[src/rtl/soc1_sysid_timer.sv]
// Per-transaction cycle counter for the sysid checker.
// tc fires in the last allowed cycle of a read transaction.
module soc1_sysid_timer #(
  parameter logic [15:0] LIMIT = 16'd1024
) (
  input  logic clock,
  input  logic reset_n,
  input  logic clr,
  input  logic en,
  output logic tc
);

  logic [15:0] cnt_q;
  logic [15:0] cnt_d;

  // Clear has priority so a new transaction always starts at zero
  always_comb begin
    cnt_d = cnt_q;
    if (clr) begin
      cnt_d = 16'd0;
    end else if (en) begin
      cnt_d = cnt_q + 16'd1;
    end
  end

  // Counter register
  always_ff @(posedge clock or negedge reset_n) begin
    if (!reset_n) begin
      cnt_q <= 16'd0;
    end else begin
      cnt_q <= cnt_d;
    end
  end

  assign tc = en && (cnt_q == (LIMIT - 16'd1));

endmodule

[config.mk]
export PLATFORM = sky130hd
export DESIGN_NAME = soc1_sysid_timer
export DESIGN_NICKNAME = d
export VERILOG_FILES = /design/src/rtl/soc1_sysid_timer.sv
export SDC_FILE = /design/constraint.sdc
export NUM_CORES = 1
export LEC_CHECK = 0
export CAP_MARGIN = 10
export CORE_MARGIN = 3
export CORE_UTILIZATION = 55
export CTS_CLUSTER_DIAMETER = 120
export DETAILED_ROUTE_END_ITERATION = 10
export PLACE_DENSITY = 0.73
export SYNTH_ARGS = -nofsm -noshare
export SYNTH_HDL_FRONTEND = slang
export SYNTH_SLANG_ARGS = --single-unit
[constraint.sdc]
create_clock -name clock -period 4.65 [get_ports clock]
set_input_delay 0.93 -clock clock [delete_from_list [all_inputs] [get_ports clock]]
set_output_delay 0.93 -clock clock [all_outputs]
set_load 0.01 [all_outputs]
-- Word-level counts from Yosys, hierarchy flattened
Cells that the tools add are included.
- add/subtract/negate cells: 1
- equal/unequal tests: 1
- multiplexer cells: 2
- reduce and logical (&&, ||, !) cells: 2
- operator list (kind ; number):
    16-bit two-way mux ; 2
    16-bit by 1-bit adder with 16-bit output, second input constant ; 1
    16-bit by 10-bit == test with 1-bit output, second input constant ; 1
    2-bit nonzero test ; 1
    1-bit logical AND ; 1
- register bits after elaboration: 16
- bits of input ports: 4
- output and inout bits: 1
- logic and storage cells: 7

-- Logic depth before layout (Yosys ltp)
- depth in word-level cells: 3
- gate-level depth with buffers: 5
- mapped depth without buffers: 5

-- Worst setup path after synthesis
OpenSTA, ideal clock, no wires.
- path kind: input to output
- start point: in en
- end point: out tc
- arrival time: 1.777 ns
- required time: 3.720 ns
- slack: 1.943 ns
- stages on the path: 5
- path buffers: 1
- cells stage by stage: buf_2 nand2_1 nor3_1 nand3_1 nor4_1
- cells in the longest elaborated chain, start to end: 1
- RTL lines (item ; line ; RTL):
    start, declared ; 9 ; input logic en,
    1-bit logical AND ; 35 ; assign tc = en && (cnt_q == (LIMIT - 16'd1));
    end, declared ; 10 ; output logic tc
No other way between the ends.

-- Final worst setup path
Ends and elaborated chain as after synthesis.

==> flow_summary.yaml <==
die:
  chipHeight_um: 45.3
  start_util_pct: 61.5
  io_pins: 5
  die-area_mm2: 0.00205
  core-area_mm2: 0.00138
  die_w_um: 45.3
  fp-row-count: 13
timing:
  slew_violations: 0
  rsz0062_at_grt: "no"
  fmax_mhz: 272
  fin_tns_setup_ps: 0
  worst_slack_ps: 979
  hold_viol_final: 0
  fin_crit_ps: 3670
  relSlewSlack_pct: 53.6
  tightest_slew_ps: 694
  setup_violations: 0
  whs_ps: 562
  finClkSkew_ps: 7.95
  period_share_pct: 78.9
place:
  place.gp.congestion: 0.756
  dpl.hpwl_um: 1010
  dpl_cell_area_um2: 886
  portBuffers: 4
  placed_cells: 102
  dp_slack_ps: 1000
cells_and_area:
  largest_reg_flops: 16
  final_cells: 106
  drive_gt1_share_pct: 6.59
  post-route-util_pct: 66.7
  top_register: "cnt_q"
  area_growth_pct: 8.38
  antenna_cells: 0
  fin_area_um2: 922
  reg_top3: "cnt_q: 16 flops"
  fillCellCount: 113
  num-nets-final: 97
routing:
  drt-initial-drc-count: 15
  viasPerCell: 5.85
  wl_per_cell_um: 13.2
  dr.pass1.iters: 4
  routed_wl_um: 1400
  postRouteAntennaNets: 0
  drcViolationCount: 0
  num_vias: 620
global_route:
  antenna_found_initial: 0
  gr-total-overflow: 0
  grt_pass1_wl_um: 2460
  grt_pass1_vias: 581
  grt_max_degree: 22
  grt.total_usage_pct: 16.4
setup_path:
  critical_path.top_delay_family: "buffers and inverters"
  crit_path_start_kind: "input pin"
  slowest_delay_ps: 600
  crit_buf_inv: 2
  end_kind: "output pin"
  r2r_slack_ps: 2990
  reg2reg_depth: 5
  path_cells: "clkdlybuf4s50_1 -> nand2_1 -> nor3_1 -> nand3_1 -> nor4_1 -> clkdlybuf4s50_1"
  cp_common_cell: "clkdlybuf4s50_1"
  r2r_start: "cnt_q[0]"
  worst-setup-path-type: "input pin to output pin"
  cp_data_arrival_time_ps: 2740
  worst_r2r_endpoint: "cnt_q[14]"
  crit_path_max_fanout: 6
  critPathRequiredTime_ps: 3720
  cp_slowest_cell: "clkdlybuf4s50_1"
pwr:
  p_comb_share_pct: 5.6
  switching_power_uw: 53.4
  swShare_pct: 21.6
  powerDensity_mw_per_mm2: 268
  p_seq_share_pct: 57.8
  power_uw: 247
  p_int_uw: 194
  max-vdd-ir-drop_uv: 171
  p_leak_nw: 0.390
  clkPwrFrac_pct: 36.6
clocking:
  cts_setup_buffers: 0
  clk_latency_ps: 280
  path_clk_slew_ps: 90
  hold_buffers: 0
  tritoncts: "done"
  cts_root_buf: "clkbuf_4"
  cts_max_level: 1
  cts_buffer_depth: 2
  cts_resized: 0
  numCtsBuffers: 3
  cts.sinks: 16
worst_hold_path:
  hp-start: "cnt_q[9]"
  hold_path.class: "register to register"
  hold_depth: 2
  min_to: "cnt_q[9]"
logic_synthesis:
  postSynthCellCount: 87
  ys.warnings.count: 0
  synth_area_um2: 851
  syn-num-nets: 92
  synth_cell_types: 27
  ys_ff_latch: 16
  yosysSeqAreaShare_pct: 47.1
  synth_area_per_cell_um2: 9.78
job:
  maxCapViolCount: 0
status:
  outcome: "finished clean"
cell usage in the layout (no fill, tap or decap):
master / Yosys / routed
dfrtp_1: 16 / 16
nand3_1: 2 / 2
or4_1: 1 / 1
nand2_1: 5 / 5
a31o_1: 2 / 2
or3_1: 2 / 2
o21ai_0: 2 / 2
clkbuf_4: 0 / 3
nand4_4: 1 / 1
o211ai_1: 1 / 1
mux2_1: 1 / 1
clkbuf_8: 0 / 1
nor4_4: 1 / 1
mux2i_1: 1 / 1
nand2b_1: 2 / 2
nor2_1: 15 / 15
ha_1: 1 / 1
o2111ai_1: 1 / 1
inv_1: 3 / 3
nor3_1: 4 / 4
xor2_1: 2 / 2
nor4_1: 4 / 4
xnor2_1: 8 / 8
a21oi_1: 4 / 4
nand4_1: 3 / 3
clkdlybuf4s50_1: 0 / 4
nor2b_1: 1 / 1
power groups by stage:
| stage | sequential [mW] | combinational, mW | clock (mW) |
|---|---|---|---|
| after floorplan | 0.145 | 0.00842 | 0 |
| after global placement | 0.146 | 0.0138 | 0 |
| after detailed placement | 0.146 | 0.0142 | 0 |
| after CTS | 0.143 | 0.0141 | 0.0942 |
| after global routing | 0.143 | 0.0156 | 0.0997 |
| final | 0.143 | 0.0138 | 0.0906 |
worst max-delay path by stage:
stage,startpoint,end,slack (ps),depth (start not counted)
CTS,en,tc,970,6
floorplan,en,tc,1940,5
global route,en,tc,780,6
global placement,en,tc,1020,6
detailed placement,en,tc,1000,6
finish,en,tc,980,6
final cells by class:
| class | count | area (µm²) | area share (%) |
|---|---|---|---|
| Multi-Input combinational cell | 64 | 415 | 45.0 |
| Sequential cell | 16 | 400 | 43.4 |
| Timing Repair Buffer | 4 | 40.0 | 4.34 |
| Clock buffer | 4 | 36.3 | 3.93 |
| Tap cell | 15 | 18.8 | 2.04 |
| Inverter | 3 | 11.3 | 1.22 |
worst min-delay path: stages (launching register included):
cell	delay (ps)
dfrtp_1	380
xnor2_1	120
nor2_1	40
cell usage after synthesis (all sizes together):
master   number  area share, %
dfrtp        16             47
nor2         15            6.6
xnor2         8            8.2
nand2         5            2.2
nor4          5            5.4
a21oi         4            2.4
nand4         4            4.7
nor3          4            2.4
buf           3            2.4
inv           3            1.3
a31o          2            2.1
nand2b        2            1.5
nand3         2            1.2
o21ai         2            1.2
or3           2            1.5
xor2          2            2.1
clkbuf        1           0.44
ha            1            1.5
mux2          1            1.3
mux2i         1            1.2
nor2b         1           0.74
o2111ai       1            1.0
o211ai        1           0.88
or4           1           0.88
metal layers:
| layer | vias to the layer above | wire length, µm | GRT usage, % |
|---|---|---|---|
| met5 | - | 0 | 0 |
| met1 | 292 | 698 | 22.6 |
| met4 | 0 | 6 | 3.51 |
| li1 | 310 | - | - |
| met3 | 2 | 55 | 3.59 |
| met2 | 16 | 642 | 26.3 |
cell families (layout without fill, tap and decap cells):
logic type	Yosys count	in the layout	synth area share [%]
simple gates	41	41	27.1
flops	16	16	47.1
compound gates	10	10	7.50
xor+xnor	10	10	10.3
buf+inv	7	11	4.12
mux	2	2	2.50
fa+ha+maj	1	1	1.47
Note: power is estimated with default switching activity, not from simulation.
